==> config.mk <==
export PLATFORM = sky130hd
export DESIGN_NAME = fpu_pcx_assembler
export DESIGN_NICKNAME = d
export VERILOG_FILES = /design/src/rtl/fpu_pcx_pkg.sv /design/src/rtl/sat_counter.sv /design/src/rtl/fpu_pcx_assembler.sv
export SDC_FILE = /design/constraint.sdc
export NUM_CORES = 1
export LEC_CHECK = 0
export CAP_MARGIN = 10
export CORE_MARGIN = 2
export CORE_UTILIZATION = 25
export CTS_CLUSTER_SIZE = 24
export DETAILED_ROUTE_END_ITERATION = 12
export SYNTH_ARGS = -nofsm -noshare
export SYNTH_HDL_FRONTEND = slang
export SYNTH_SLANG_ARGS = --single-unit
==> constraint.sdc <==
create_clock -name clk -period 2.7 [get_ports clk]
set_input_delay 0.675 -clock clk [delete_from_list [all_inputs] [get_ports clk]]
set_output_delay 0.675 -clock clk [all_outputs]
set_load 0.01 [all_outputs]
==> src/rtl/fpu_pcx_pkg.sv <==
// Shared constants and types for the PCX-to-FPU request assembler.
package fpu_pcx_pkg;

    localparam logic [4:0] PCX_FP1  = 5'b01010;
    localparam logic [4:0] PCX_FP2  = 5'b01011;
    localparam logic [7:0] OP_FADDD = 8'h42;
    localparam logic [7:0] OP_FMULD = 8'h4A;

    typedef enum logic [1:0] {
        ST_IDLE     = 2'd0,
        ST_HAVE_OP1 = 2'd1,
        ST_FULL     = 2'd2
    } pcx_state_e;

    typedef struct packed {
        logic [2:0] cpu_id;
        logic [1:0] thread_id;
        logic [7:0] opcode;
        logic [1:0] cc;
        logic [1:0] rmode;
    } fpu_meta_t;

    // Two FP2 halves belong together only if they come from the same thread and agree on the op.
    function automatic logic same_source(input fpu_meta_t a, input fpu_meta_t b);
        return (a.cpu_id == b.cpu_id) && (a.thread_id == b.thread_id) && (a.opcode == b.opcode);
    endfunction

endpackage

==> src/rtl/sat_counter.sv <==
// Up-counter that sticks at all-ones instead of wrapping.
module sat_counter #(
    parameter int WIDTH = 8
) (
    input  logic             clk,
    input  logic             rst_l,
    input  logic             inc,
    output logic [WIDTH-1:0] count
);

    logic [WIDTH-1:0] count_q, count_d;

    always_comb begin
        count_d = count_q;
        if (inc && (count_q != {WIDTH{1'b1}})) begin
            count_d = count_q + WIDTH'(1);
        end
    end

    always_ff @(posedge clk or negedge rst_l) begin
        if (!rst_l) begin
            count_q <= '0;
        end else begin
            count_q <= count_d;
        end
    end

    assign count = count_q;

endmodule

==> src/rtl/fpu_pcx_assembler.sv <==
// Collects one (FP1) or two (FP2) PCX packets into a single FPU request and
// holds it until the FPU takes it; counts protocol errors and completed requests.
module fpu_pcx_assembler
    import fpu_pcx_pkg::*;
#(
    parameter int ERR_CNT_W = 8,
    parameter int OPS_CNT_W = 16
) (
    input  logic                 clk,
    input  logic                 rst_l,
    input  logic                 pcx_valid,
    output logic                 pcx_ready,
    input  logic [4:0]           pcx_req_type,
    input  logic [2:0]           pcx_cpu_id,
    input  logic [1:0]           pcx_thread_id,
    input  logic [63:0]          pcx_data,
    input  logic [7:0]           pcx_opcode,
    input  logic [1:0]           pcx_cc,
    input  logic [1:0]           pcx_rmode,
    output logic                 fpu_req_valid,
    input  logic                 fpu_req_ready,
    output logic [63:0]          fpu_rs1,
    output logic [63:0]          fpu_rs2,
    output logic [7:0]           fpu_opcode,
    output logic [2:0]           fpu_cpu_id,
    output logic [1:0]           fpu_thread_id,
    output logic [1:0]           fpu_cc,
    output logic [1:0]           fpu_rmode,
    output logic                 err_type,
    output logic                 err_mismatch,
    output logic [ERR_CNT_W-1:0] err_count,
    output logic [OPS_CNT_W-1:0] ops_count
);

    pcx_state_e           state_q, state_d;
    logic [63:0]          rs1_q, rs1_d, rs2_q, rs2_d;
    fpu_meta_t            meta_q, meta_d, pkt_meta;
    logic                 req_valid_q, req_valid_d;
    logic                 err_type_q, err_type_d;
    logic                 err_mm_q, err_mm_d;
    logic [OPS_CNT_W-1:0] ops_q, ops_d;
    logic                 accept, is_fp1, is_fp2;

    assign accept   = pcx_valid & pcx_ready;
    assign is_fp1   = (pcx_req_type == PCX_FP1);
    assign is_fp2   = (pcx_req_type == PCX_FP2);
    assign pkt_meta = '{cpu_id: pcx_cpu_id, thread_id: pcx_thread_id, opcode: pcx_opcode,
                        cc: pcx_cc, rmode: pcx_rmode};

    always_ff @(posedge clk or negedge rst_l) begin
        if (!rst_l) begin
            state_q <= ST_IDLE;
        end else begin
            state_q <= state_d;
        end
    end

    always_comb begin
        state_d    = state_q;
        rs1_d      = rs1_q;
        rs2_d      = rs2_q;
        meta_d     = meta_q;
        err_type_d = 1'b0;
        err_mm_d   = 1'b0;
        ops_d      = ops_q;
        case (state_q)
            ST_IDLE: begin
                if (accept) begin
                    if (is_fp2) begin
                        rs1_d   = pcx_data;
                        rs2_d   = '0;
                        meta_d  = pkt_meta;
                        state_d = ST_HAVE_OP1;
                    end else if (is_fp1) begin
                        rs1_d   = '0;
                        rs2_d   = pcx_data;
                        meta_d  = pkt_meta;
                        state_d = ST_FULL;
                    end else begin
                        err_type_d = 1'b1;
                    end
                end
            end
            ST_HAVE_OP1: begin
                if (accept) begin
                    if (is_fp2 && same_source(meta_q, pkt_meta)) begin
                        rs2_d        = pcx_data;
                        meta_d.cc    = pcx_cc;
                        meta_d.rmode = pcx_rmode;
                        state_d      = ST_FULL;
                    end else if (is_fp2) begin
                        // Orphaned first half: restart the pair from this packet.
                        err_mm_d = 1'b1;
                        rs1_d    = pcx_data;
                        rs2_d    = '0;
                        meta_d   = pkt_meta;
                    end else if (is_fp1) begin
                        err_mm_d = 1'b1;
                        rs1_d    = '0;
                        rs2_d    = pcx_data;
                        meta_d   = pkt_meta;
                        state_d  = ST_FULL;
                    end else begin
                        err_type_d = 1'b1;
                    end
                end
            end
            ST_FULL: begin
                if (fpu_req_ready) begin
                    state_d = ST_IDLE;
                    ops_d   = ops_q + OPS_CNT_W'(1);
                end
            end
            default: state_d = ST_IDLE;
        endcase
        req_valid_d = (state_d == ST_FULL);
    end

    always_comb begin
        pcx_ready = (state_q == ST_IDLE) || (state_q == ST_HAVE_OP1);
    end

    always_ff @(posedge clk or negedge rst_l) begin
        if (!rst_l) begin
            rs1_q       <= '0;
            rs2_q       <= '0;
            meta_q      <= '0;
            req_valid_q <= 1'b0;
            err_type_q  <= 1'b0;
            err_mm_q    <= 1'b0;
            ops_q       <= '0;
        end else begin
            rs1_q       <= rs1_d;
            rs2_q       <= rs2_d;
            meta_q      <= meta_d;
            req_valid_q <= req_valid_d;
            err_type_q  <= err_type_d;
            err_mm_q    <= err_mm_d;
            ops_q       <= ops_d;
        end
    end

    sat_counter #(.WIDTH(ERR_CNT_W)) u_err_cnt (
        .clk   (clk),
        .rst_l (rst_l),
        .inc   (err_type_d | err_mm_d),
        .count (err_count)
    );

    assign fpu_req_valid = req_valid_q;
    assign fpu_rs1       = rs1_q;
    assign fpu_rs2       = rs2_q;
    assign fpu_opcode    = meta_q.opcode;
    assign fpu_cpu_id    = meta_q.cpu_id;
    assign fpu_thread_id = meta_q.thread_id;
    assign fpu_cc        = meta_q.cc;
    assign fpu_rmode     = meta_q.rmode;
    assign err_type      = err_type_q;
    assign err_mismatch  = err_mm_q;
    assign ops_count     = ops_q;

endmodule
# After elaboration in Yosys (flattened, before gate mapping)
# Index checks and enable logic that the tools add are counted.
word_totals:
  regBits: 174
  word_cells: 77
  out_inout_bits: 173
op_classes:
  eq_ne: 12
  bitwise_logic: 2
  n_mux: 38
  n_addsub: 2
  n_reduce_logical: 10
ops:
  columns: ["operator", "count"]
  rows:
  - ["$mux 64", 10]
  - ["$pmux 64 s2", 2]
  - ["$mux 17", 4]
  - ["$pmux 17 s2", 1]
  - ["$add 16x1->16 const B", 1]
  - ["$mux 2", 7]
  - ["$mux 13", 1]
  - ["$eq 5x4->1 const B", 2]
  - ["$mux 1", 10]
  - ["$add 8x1->8 const B", 1]
  - ["$eq 8x8->1", 1]
  - ["$ne 8x8->1 const B", 1]
  - ["$ne 2x2->1 const B", 3]
  - ["$pmux 2 s3", 1]
  - ["$eq 2x2->1 const B", 2]
  - ["$logic_and 1x1->1", 4]
  - ["$mux 4", 1]
  - ["$reduce_and 4->1", 1]
  - ["$eq 3x3->1", 1]
  - ["$reduce_and 3->1", 1]
  - ["$eq 2x1->1 const B", 1]
  - ["$eq 2x2->1", 1]
  - ["$logic_not 2->1", 1]
  - ["$pmux 1 s2", 1]
  - ["other kinds (5)", 5]

# Logic depth before layout (Yosys ltp)
# Gate-level depths: netlist of the first run.
logic_depth:
  ltp_word: 9
  depth_mapped: 7

# Modules after synthesis
# Synthesis of the first run repeated with hierarchy kept, for this count alone.
unflattened:
  cells_unflattened: 826
  area_unflattened_um2: 7807.5
by_module_without_submodules:
  columns: ["mod", "cells_each", "seq_area_each_um2", "n_inst", "area_per_inst_um2"]
  rows:
  - ["fpu_pcx_assembler", 790, 4154.0, 1, 7395.8]
  - ["sat_counter", 36, 200.2, 1, 411.6]

# Least setup slack after synthesis of the first run
# OpenSTA, ideal clock, no wires.
synth_timing:
  path_type: "input to register"
  start: "input pcx_thread_id[0]"
  end: "register u_err_cnt.count_q[1] (netlist: u_err_cnt.count[1])"
  cell_stages: 5
  setup_ns: 0.128
  slack_ns: 0.539
  required_time_ns: 2.572
  n_path_buf: 0
  arrival_ns: 2.034
  path_cell_list: "xnor2_1 nand4_1 o41ai_2 a21oi_1 mux2_1"
synth_between:
  elab_chain_cells: 9
  elab_cells_between_ends: 12
  cone_classes: "1 x eq/ne; 6 x mux; 1 x bitwise; 4 x reduce/logical"
synth_lines:
  columns: ["element", "line", "text"]
  rows:
  - ["start: declaration", "fpu_pcx_assembler.sv:15", "input logic [1:0] pcx_thread_id,"]
  - ["$eq 2x2->1 *", "fpu_pcx_pkg.sv:25", "return (a.cpu_id == b.cpu_id) && (a.thread_id == b.thread_id) && (a.opcode == b.opcode);"]
  - ["$logic_and 1x1->1 * (2 in a row)", "fpu_pcx_pkg.sv:25", null]
  - ["$logic_and 1x1->1 *", "fpu_pcx_assembler.sv:86", "if (is_fp2 && same_source(meta_q, pkt_meta)) begin"]
  - ["$mux 1", "fpu_pcx_assembler.sv:86", null]
  - ["$mux 1", "fpu_pcx_assembler.sv:85", "if (accept) begin"]
  - ["$pmux 1 s2 / $mux 1 (equally long branches)", "fpu_pcx_assembler.sv:66", "case (state_q)"]
  - ["$or 1x1->1 *", "fpu_pcx_assembler.sv:146", ".inc (err_type_d | err_mm_d),"]
  - ["$logic_and 1x1->1 *", "sat_counter.sv:15", "if (inc && (count_q != {WIDTH{1'b1}})) begin"]
  - ["end signal: assignment", "sat_counter.sv:24", "count_q <= count_d;"]
  - ["end: declaration", "sat_counter.sv:11", "logic [WIDTH-1:0] count_q, count_d;"]
# Every way passes the cells marked *; elsewhere a longest branch is shown, timed or not.
# A chain may end at the register's enable or synchronous reset.

# Worst setup path after layout of the first run
layout_timing:
  start: "input pcx_opcode[1]"
  end: "register rs2_q[44] (netlist: fpu_rs2[44])"
layout_between:
  elab_chain_cells: 6
layout_lines:
  columns: ["element", "line", "text"]
  rows:
  - ["start: declaration", "fpu_pcx_assembler.sv:17", "input logic [7:0] pcx_opcode,"]
  - ["$eq 8x8->1", "fpu_pcx_pkg.sv:25", null]
  - ["$logic_and 1x1->1", "fpu_pcx_pkg.sv:25", null]
  - ["$logic_and 1x1->1", "fpu_pcx_assembler.sv:86", null]
  - ["$mux 64", "fpu_pcx_assembler.sv:86", null]
  - ["$mux 64", "fpu_pcx_assembler.sv:85", null]
  - ["$pmux 64 s2", "fpu_pcx_assembler.sv:66", null]
  - ["end signal: assignment", "fpu_pcx_assembler.sv:134", "rs2_q <= rs2_d;"]
  - ["end: declaration", "fpu_pcx_assembler.sv:36", "logic [63:0] rs1_q, rs1_d, rs2_q, rs2_d;"]
# No other way between the ends. The select of a mux whose other input is x is not followed.

==> flow_summary.yaml, run 1 <==
placement:
  gp_congestion: 0.7567
  post-place-ws_ns: -0.4809
  post_dp_cell_area_mm2: 0.01045
  dp_hpwl_um: 14880
  portBuffers: 262
timing:
  relSlewSlack_pct: 46.70
  tightest_slew_ns: 0.7995
  hold_violations: 0
  final-setup-viol-count: 0
  setup_ws_ns: 0.1436
  finalCritPeriodShare_pct: 94.68
  rsz0062_at_grt: "yes"
  fin_worst_skew_ns: 0.01187
  holdWs_ns: 0.2200
  post-route-min-period_ns: 2.556
  drv_slew: 0
  fmax_mhz: 391.2
synth:
  yosys_warnings: 0
  synthTopCellsByArea: "dfrtp_1, mux2i_1, a22o_1"
  ys_seq_elements: 174
  synth_top_area_share_pct: 61.03
  synth_enable_flop_cells: 0
  syn_avg_cell_area_um2: 12.01
  synth_commonest_cells: "dfrtp_1, nand2_1, inv_1"
  synth_ff_type: "dfrtp_1"
  synthesis.nets: 686
  postSynth.asyncResetShare_pct: 100.0
  synth_largest_area_cell: "dfrtp_1"
  synth.most_common_cell: "dfrtp_1"
  yosysUniqueCellTypes: 34
  yosysSeqAreaShare_pct: 61.03
  synth_area_mm2: 0.007134
  syn_inst: 594
power:
  seq_power_share_pct: 42.4
  combinationalPowerShare_pct: 25.6
  power_switching_share_pct: 28.94
  p_int_mw: 5.710
  p_sw_mw: 2.325
  peakVddDrop_mv: 0.3433
  p_leak_nw: 4.671
  powerDensity_mw_per_mm2: 724.8
  clkPwrFrac_pct: 32.0
layout:
  insertedDiodeCount: 0
  finalNetCount: 973
  area.growth.synth_to_final_pct: 55.38
  drive_above_1_share_pct: 9.508
  stdcell_area_mm2: 0.01109
  layout.area.seq_mm2: 0.004354
  nFillCells: 2731
  multi_input_area_mm2: 0.002421
cts:
  cts-root-buf: "clkbuf_16"
  cts_htree_levels: 4
  clock_latency_ns: 0.43
  path_clk_slew_ns: 0.07
  cts.path.max_buffers: 2
  cts_tree: "built"
  cts_buffers: 17
  cts_hold_buf: 0
  cts_sinks: 174
route:
  first_iter_violations: 266
  drc: 0
  vias_per_cell: 4.293
  postRouteAntennaNets: 0
  wl_per_cell_um: 16.58
  vias: 5461
  dr.pass1.iters: 4
  routed_wirelength_um: 21090
die:
  die_area_mm2: 0.02990
  initial_core_util_pct: 25.54
  die_y_um: 172.9
  io_pins: 263
  dieWidth_um: 172.9
  coreArea_mm2: 0.02793
  row_count: 61
grt:
  overflow: 0
  gr-usage-all-layers_pct: 14.43
  grt_pass1_wl_um: 33930
  grt_max_degree: 65
  first_global_vias: 5785
  antenna_found_initial: 0
worst_hold_path:
  hold_path_class: "primary input to async pin"
critical_path:
  path_class: "primary input to flop"
  start_kind: "primary input"
  path_max_fanout: 27
  end_kind: "flop"
  required_ns: 3.06
  crit_arrival_ns: 2.91
run:
  maxCapViolCount: 0
outcome:
  status: "finished clean"
## routing by layer
layer	GRT usage, %	vias to the layer above	routed length [um]
li1	-	2568	-
met2	23.00	159	9969
met3	4.903	13	1323
met4	3.637	0	270
met5	0	-	0
met1	18.84	2721	9523
## state kept, by name, indices dropped and copies added, names as in the netlist, 2 cells and up
| signal | count |
|---|---|
| ops_count | 16 |
| fpu_cc | 2 |
| fpu_opcode | 8 |
| fpu_rs1 | 64 |
| fpu_thread_id | 2 |
| u_err_cnt.count | 8 |
| fpu_rs2 | 64 |
| fpu_cpu_id | 3 |
| state_q | 2 |
| fpu_rmode | 2 |
## worst max-delay path: stages
cell	delay [ns]
clkdlybuf4s50_1	0.43
xnor2_1	0.28
nand4_1	0.25
nor4_4	0.50
buf_4	0.21
o2bb2ai_4	0.17
buf_12	0.22
a22o_1	0.15
## stage by stage
| stage | total power, mW | instances | setup TNS [ns] | utilization [%] |
|---|---|---|---|---|
| 3_5_place_dp | 5.527 | 1237 | -59.75 | 37.42 |
| 4_1_cts | 8.175 | 1272 | 0 | 39.68 |
| 2_1_floorplan | 4.141 | 594 | 0 | - |
| 3_3_place_gp | 5.505 | 1237 | -56.88 | 37.42 |
| 5_1_grt | 8.467 | 1272 | -0.001329 | 39.68 |
| 6_report | 8.035 | 1272 | 0 | 39.68 |
## timing repair
item,CTS,global route
gates resized for setup,1,0
pin swaps,2,0
cloned,1,0
hold endpoints to repair,0,0
setup endpoints to repair,32,1
setup buffers,2,0
## area by class of cell
cell class,instances,share of cell area (%)
sequential,174,39.28
timing repair buffer,297,26.83
multi-input combinational,321,21.84
tap,378,4.266
clock buffer,18,3.871
inverter,70,2.370
clock inverter,14,1.546
## layout by cell type, fill, tap and decap left out, types with 2 or more instances in the layout
| cell type | netlist | routed |
|---|---|---|
| a2111oi_0 | 3 | 3 |
| a211oi_1 | 3 | 3 |
| a21oi_1 | 4 | 3 |
| a22o_1 | 64 | 64 |
| a31o_2 | 2 | 2 |
| and3_1 | 3 | 3 |
| buf_12 | 0 | 7 |
| buf_4 | 0 | 28 |
| bufinv_16 | 0 | 2 |
| clkbuf_16 | 0 | 17 |
| clkdlybuf4s50_1 | 0 | 261 |
| clkinv_4 | 0 | 2 |
| dfrtp_1 | 174 | 174 |
| ha_1 | 2 | 2 |
| inv_1 | 70 | 70 |
| inv_6 | 0 | 6 |
| inv_8 | 0 | 3 |
| mux2_1 | 8 | 8 |
| mux2_2 | 7 | 7 |
| mux2i_1 | 64 | 64 |
| nand2_1 | 90 | 89 |
| nand2b_1 | 2 | 2 |
| nand3_1 | 8 | 8 |
| nand4_1 | 6 | 6 |
| nor2_1 | 8 | 8 |
| xnor2_1 | 22 | 22 |
| xor2_1 | 13 | 13 |
## power groups by stage
stage | sequential (mW) | combinational [mW] | clock (mW)
floorplan | 3.63 | 0.514 | 0
global placement | 3.45 | 2.05 | 0
detailed placement | 3.44 | 2.08 | 0
CTS | 3.41 | 2.10 | 2.67
global route | 3.47 | 2.22 | 2.77
finish | 3.40 | 2.06 | 2.57
## final timing paths
path                                       to  slack, ns  cells after the start           from
max in group asynchronous         fpu_rs2[10]       1.80                      2          rst_l
worst min register to register  ops_count[15]       0.47                      1  ops_count[15]
worst max register to register    fpu_rs2[44]       0.42                      7  fpu_opcode[1]
worst min-delay path                fpu_cc[1]       0.22                      1          rst_l
worst max-delay path              fpu_rs2[44]       0.14                      8  pcx_opcode[1]
min in group clk                ops_count[15]       0.47                      1  ops_count[15]
## logic make-up after synthesis
| logic type | after synthesis | share of synthesized area, % |
|---|---|---|
| AO/OA/AOI/OAI | 79 | 9.523 |
| buffers and inverters | 100 | 5.752 |
| XOR/XNOR | 35 | 4.297 |
| flip-flops | 174 | 61.03 |
| AND/OR/NAND/NOR | 125 | 7.699 |
| adder cells (fa/ha/maj) | 2 | 0.3507 |
| multiplexers | 79 | 11.35 |
No activity file was read; power rests on OpenSTA's default activity.
==> run 2: changes to the inputs <==
--- a/config.mk
+++ b/config.mk
@@ -5,6 +5,7 @@
 export SDC_FILE = /design/constraint.sdc
 export NUM_CORES = 1
 export LEC_CHECK = 0
+export ABC_AREA = 1
 export CAP_MARGIN = 10
 export CORE_MARGIN = 2
 export CORE_UTILIZATION = 25
==> flow_summary.yaml, run 2 <==
worst_hold_path:
  hold_path_class: "primary input to async pin"
timing:
  post-route-min-period_ns: 2.220
  hold_violations: 0
  tns_ns: 0
  final-setup-viol-count: 0
  setup_ws_ns: 0.4801
  relSlewSlack_pct: 63.58
  finalCritPeriodShare_pct: 82.22
  fin_worst_skew_ns: 0.01570
  drv_slew: 0
  rsz0062_at_grt: "no"
  tightest_slew_ns: 0.5463
  fmax_mhz: 450.5
grt:
  overflow: 0
  gr-usage-all-layers_pct: 16.82
  grt_max_degree: 82
  grt_pass1_wl_um: 52280
  antenna_found_initial: 0
  first_global_vias: 9275
route:
  first_iter_violations: 598
  drc: 0
  dr.pass1.iters: 5
  vias: 9587
  vias_per_cell: 4.589
  wl_per_cell_um: 15.77
  postRouteAntennaNets: 0
  routed_wirelength_um: 32950
cts:
  post_cts_resized: 0
  cts-root-buf: "clkbuf_16"
  cts.path.max_buffers: 2
  cts_sinks: 174
  cts_htree_levels: 4
  cts_setup_buffers: 0
  cts_buffers: 17
  clock_latency_ns: 0.45
  path_clk_slew_ns: 0.08
  cts_tree: "built"
  cts_hold_buf: 0
synth:
  synth_commonest_cells: "nand2_1, dfrtp_1, inv_1"
  synth_top_area_share_pct: 45.40
  postSynth.asyncResetShare_pct: 100.0
  syn_inst: 1339
  synthesis.nets: 1431
  synth_area_mm2: 0.009592
  synth_largest_area_cell: "dfrtp_1"
  ys_seq_elements: 174
  synth.most_common_cell: "nand2_1"
  yosys_warnings: 0
  synth_enable_flop_cells: 0
  yosysUniqueCellTypes: 24
  synthTopCellsByArea: "dfrtp_1, nand2_1, inv_1"
  syn_avg_cell_area_um2: 7.163
  synth_ff_type: "dfrtp_1"
  yosysSeqAreaShare_pct: 45.40
critical_path:
  end_kind: "flop"
  timing.rr.start: "fpu_thread_id[1]"
  slowest_delay_ns: 0.47
  reg2reg_slack_ns: 0.80
  crit_arrival_ns: 2.58
  start_kind: "primary input"
  rr_endpoint: "fpu_rs2[11]"
  path_cells: "clkdlybuf4s50_1 > xnor2_1 > nand4_1 > nor2_4 > buf_12 > nand4_1 > a21oi_1"
  crit_top_cell: "nand4_1"
  critical_path.slowest_cell: "clkdlybuf4s50_1"
  crit_family: "buffers and inverters"
  required_ns: 3.06
  path_max_fanout: 64
  cp_num_buf_inv: 2
  rr_worst_depth: 9
  path_class: "primary input to flop"
die:
  die_area_mm2: 0.03995
  io_pins: 263
  dieWidth_um: 199.9
  die_y_um: 199.9
  initial_core_util_pct: 25.41
  coreArea_mm2: 0.03776
  row_count: 71
placement:
  gp_congestion: 0.8312
  portBuffers: 262
  post-place-ws_ns: 0.007635
  dp_hpwl_um: 21820
layout:
  finalNetCount: 1655
  final_cell_mix: "nand2_1, clkdlybuf4s50_1, dfrtp_1"
  layout.area.seq_mm2: 0.004354
  multi_input_area_mm2: 0.004202
  mostFrequentLayoutCell: "nand2_1"
  area.growth.synth_to_final_pct: 41.17
  nFillCells: 3882
  drive_above_1_share_pct: 4.886
outcome:
  status: "finished clean"
power:
  total_power_mw: 7.678
  powerDensity_mw_per_mm2: 567.0
  peakVddDrop_mv: 0.4474
  p_leak_nw: 6.582
run:
  maxCapViolCount: 0
==> run 2: cell count changes in the layout (fill, tap and decap cells not counted), moves of 61 or more <==
cell	change
nand3_1	+95
inv_1	+100
o211ai_1	+64
nand2_1	+304
a21oi_1	+61
a22o_1	-64
nand4_1	+64
mux2i_1	-64
nor2_1	+159
==> run 2: cell type report <==
type                    count  share of cell area (%)
well taps                 511                   4.722
flip-flops and latches    174                   32.16
multi-input cells         901                   31.03
clock buffers              19                   3.345
diodes                      2                 0.03696
inverters                 176                   4.907
clock inverters            13                   1.210
repair buffers            293                   22.59
==> run 2: worst max path at each step <==
stage	start	to	cells past startpoint
floorplan	pcx_req_type[3]	fpu_rs1[33]	11
global placement	pcx_req_type[3]	fpu_rs2[32]	12
detailed placement	pcx_req_type[3]	fpu_rs2[27]	12
CTS	state_q[1]	pcx_ready	2
global route	pcx_req_type[3]	fpu_rs2[31]	12
finish	pcx_cpu_id[2]	fpu_rs2[11]	7
==> run 2: stage by stage <==
stage	cells	hold slack [ns]	instance area [um^2]	util (%)
2_1_floorplan	1339	0.3794	9592	-
3_3_place_gp	2055	0.4559	12920	34.22
3_5_place_dp	2055	0.4575	12920	34.22
4_1_cts	2087	0.1667	13540	35.85
5_1_grt	2087	0.1845	13540	35.85
6_report	2089	0.1735	13540	35.86
==> run 2: routing by layer <==
metal / GRT usage [%] / share of wire [%] / vias to the layer above
li1: - / - / 4706
met2: 26.71 / 46 / 271
met4: 4.856 / 1.4 / 0
met3: 4.889 / 7.2 / 31
met5: 0 / 0 / -
met1: 22.22 / 45 / 4579
==> run 2: power breakdown <==
group	internal, mW	switching [mW]	leakage (nW)	total (mW)
Sequential	2.91	0.289	2.17	3.19
Combinational	0.974	0.835	4.11	1.81
Clock	1.51	1.17	0.299	2.68
Total	5.39	2.29	6.58	7.68
==> run 2: worst register-to-register path: stages (launching register included) <==
cell and delay, ns:
dfrtp_1 0.40, inv_1 0.05, nand2_1 0.11, nand2_1 0.08, nor2_1 0.12, nand4_1 0.14
nor2_4 0.20, buf_12 0.27, nand4_1 0.26, a21oi_1 0.18
==> run 2: cell families (layout without fill, tap and decap cells) <==
family | after synthesis | count (layout) | share of synthesized area [%]
flops | 174 | 174 | 45.40
buf+inv | 264 | 501 | 11.19
fa+ha+maj | 2 | 2 | 0.2609
simple gates | 748 | 748 | 32.78
xor+xnor | 21 | 21 | 1.918
other cells | 0 | 2 | 0
compound gates | 130 | 130 | 8.453
==> run 3: changes to the inputs <==
==> constraint.sdc (replaced) <==
create_clock -name clk -period 2.3 [get_ports clk]
set_input_delay 0.575 -clock clk [delete_from_list [all_inputs] [get_ports clk]]
set_output_delay 0.575 -clock clk [all_outputs]
set_load 0.01 [all_outputs]
==> flow_summary.yaml, run 3 (synthesis gave the netlist of run 2 again) <==
cts:
  cts_buffers: 17
  clock_latency_ns: 0.45
  cts-root-buf: "clkbuf_16"
  path_clk_slew_ns: 0.08
  cts_sinks: 174
  cts.path.max_buffers: 2
  cts_setup_buffers: 0
  cts_hold_buf: 0
  cts_tree: "built"
  post_cts_resized: 0
  cts_htree_levels: 4
power:
  clkPwrFrac_pct: 35.3
  peakVddDrop_mv: 0.5418
  powerDensity_mw_per_mm2: 651.7
  p_int_mw: 6.428
  power_switching_share_pct: 29.72
  seq_power_share_pct: 41.0
  combinationalPowerShare_pct: 23.8
  p_sw_mw: 2.718
  p_leak_nw: 6.865
critical_path:
  reg2reg_slack_ns: 0.48
  end_kind: "primary output"
  required_ns: 1.73
  start_kind: "flop"
  rr_worst_depth: 12
  path_class: "flop to primary output"
  crit_arrival_ns: 1.54
  timing.rr.start: "fpu_opcode[4]"
  path_max_fanout: 4
  rr_endpoint: "fpu_rs2[7]"
timing:
  tightest_slew_ns: 0.5523
  finalCritPeriodShare_pct: 91.79
  post-route-min-period_ns: 2.111
  holdWs_ns: 0.1095
  drv_slew: 0
  relSlewSlack_pct: 63.18
  fmax_mhz: 473.7
  final-setup-viol-count: 0
  fin_worst_skew_ns: 0.01593
  hold_violations: 0
  setup_ws_ns: 0.1889
  rsz0062_at_grt: "no"
grt:
  gr-usage-all-layers_pct: 16.97
  met3_usage_pct: 4.435
  overflow: 0
  grt_pass1_wl_um: 52640
  met2_usage_pct: 27.13
  antenna_found_initial: 0
  grt_most_used_layer: "met2"
  first_global_vias: 9561
  grt_max_degree: 81
  grtUsageMet1_pct: 22.22
die:
  row_count: 71
  die_area_mm2: 0.03995
  io_pins: 263
  initial_core_util_pct: 25.41
  dieWidth_um: 199.9
  die_y_um: 199.9
  coreArea_mm2: 0.03776
placement:
  portBuffers: 262
  dp_hpwl_um: 22790
  gp_congestion: 0.8125
  post-place-ws_ns: -0.2269
route:
  first_iter_violations: 551
  drc: 0
  routed_wirelength_um: 33430
  wl_per_cell_um: 15.64
  vias: 9748
  dr.pass1.iters: 5
  postRouteAntennaNets: 0
  vias_per_cell: 4.559
layout:
  fin_util_pct: 37.17
  mostFrequentLayoutCell: "nand2_1"
  nFillCells: 3914
  multi_input_area_mm2: 0.004202
  drive_above_1_share_pct: 7.867
  finalNetCount: 1706
  insertedDiodeCount: 0
  final_cell_mix: "nand2_1, clkdlybuf4s50_1, dfrtp_1"
  layout.area.seq_mm2: 0.004354
  area.growth.synth_to_final_pct: 46.30
run:
  maxCapViolCount: 0
outcome:
  status: "finished clean"
worst_hold_path:
  hold_path_class: "primary input to async pin"
run 3: cell count changes in the layout (fill, tap and decap cells not counted):
| cell | change |
|---|---|
| bufinv_16 | +1 |
| clkinvlp_4 | +1 |
| clkbuf_8 | -2 |
| diode_2 | -2 |
| clkinv_4 | -4 |
| inv_6 | +5 |
| buf_4 | +43 |
| clkinv_2 | -1 |
| buf_12 | +8 |
run 3: layer usage:
layer  vias to the layer above  routed length, um
li1                       4806                  -
met1                      4641              15040
met2                       263              15440
met3                        38               2223
met4                         0                730
met5                         -                  0
run 3: final cells by class:
class,instances,share of cell area (%)
sequential,174,31.03
multi-input combinational,901,29.94
timing repair buffer,344,25.24
inverter,176,4.735
tap,511,4.556
clock buffer,17,3.032
clock inverter,15,1.462
run 3: how the worst max path moves through the flow:
stage                     start     endpoint  slack [ns]  cells past startpoint
2_1_floorplan   pcx_req_type[3]  fpu_rs1[33]        0.50                     11
3_3_place_gp   pcx_thread_id[0]  fpu_rs2[38]       -0.24                     10
3_5_place_dp   pcx_thread_id[0]  fpu_rs1[31]       -0.23                     12
4_1_cts              state_q[1]    pcx_ready        0.15                      2
5_1_grt        pcx_thread_id[0]  fpu_rs2[58]        0.06                     10
6_report             state_q[1]    pcx_ready        0.19                      2
run 3: critical path, cell delays in order, from the launching register on:
cell	delay, ns
dfrtp_1	0.45
inv_2	0.08
clkdlybuf4s50_1	0.55
run 3: metrics by stage:
stage	total power, mW	area [um^2]	instances	TNS, ns
2_1_floorplan	4.675	9592	1339	0
3_3_place_gp	5.940	13400	2106	-27.43
3_5_place_dp	5.991	13400	2106	-28.04
4_1_cts	9.265	14030	2138	0
5_1_grt	9.641	14030	2138	0
6_report	9.145	14030	2138	0
run 3: power by group through the flow:
stage | clock (mW) | sequential [mW] | combinational, mW
2_1_floorplan | 0 | 3.90 | 0.774
3_3_place_gp | 0 | 3.79 | 2.16
3_5_place_dp | 0 | 3.80 | 2.19
4_1_cts | 3.32 | 3.75 | 2.20
5_1_grt | 3.43 | 3.80 | 2.41
6_report | 3.22 | 3.75 | 2.17
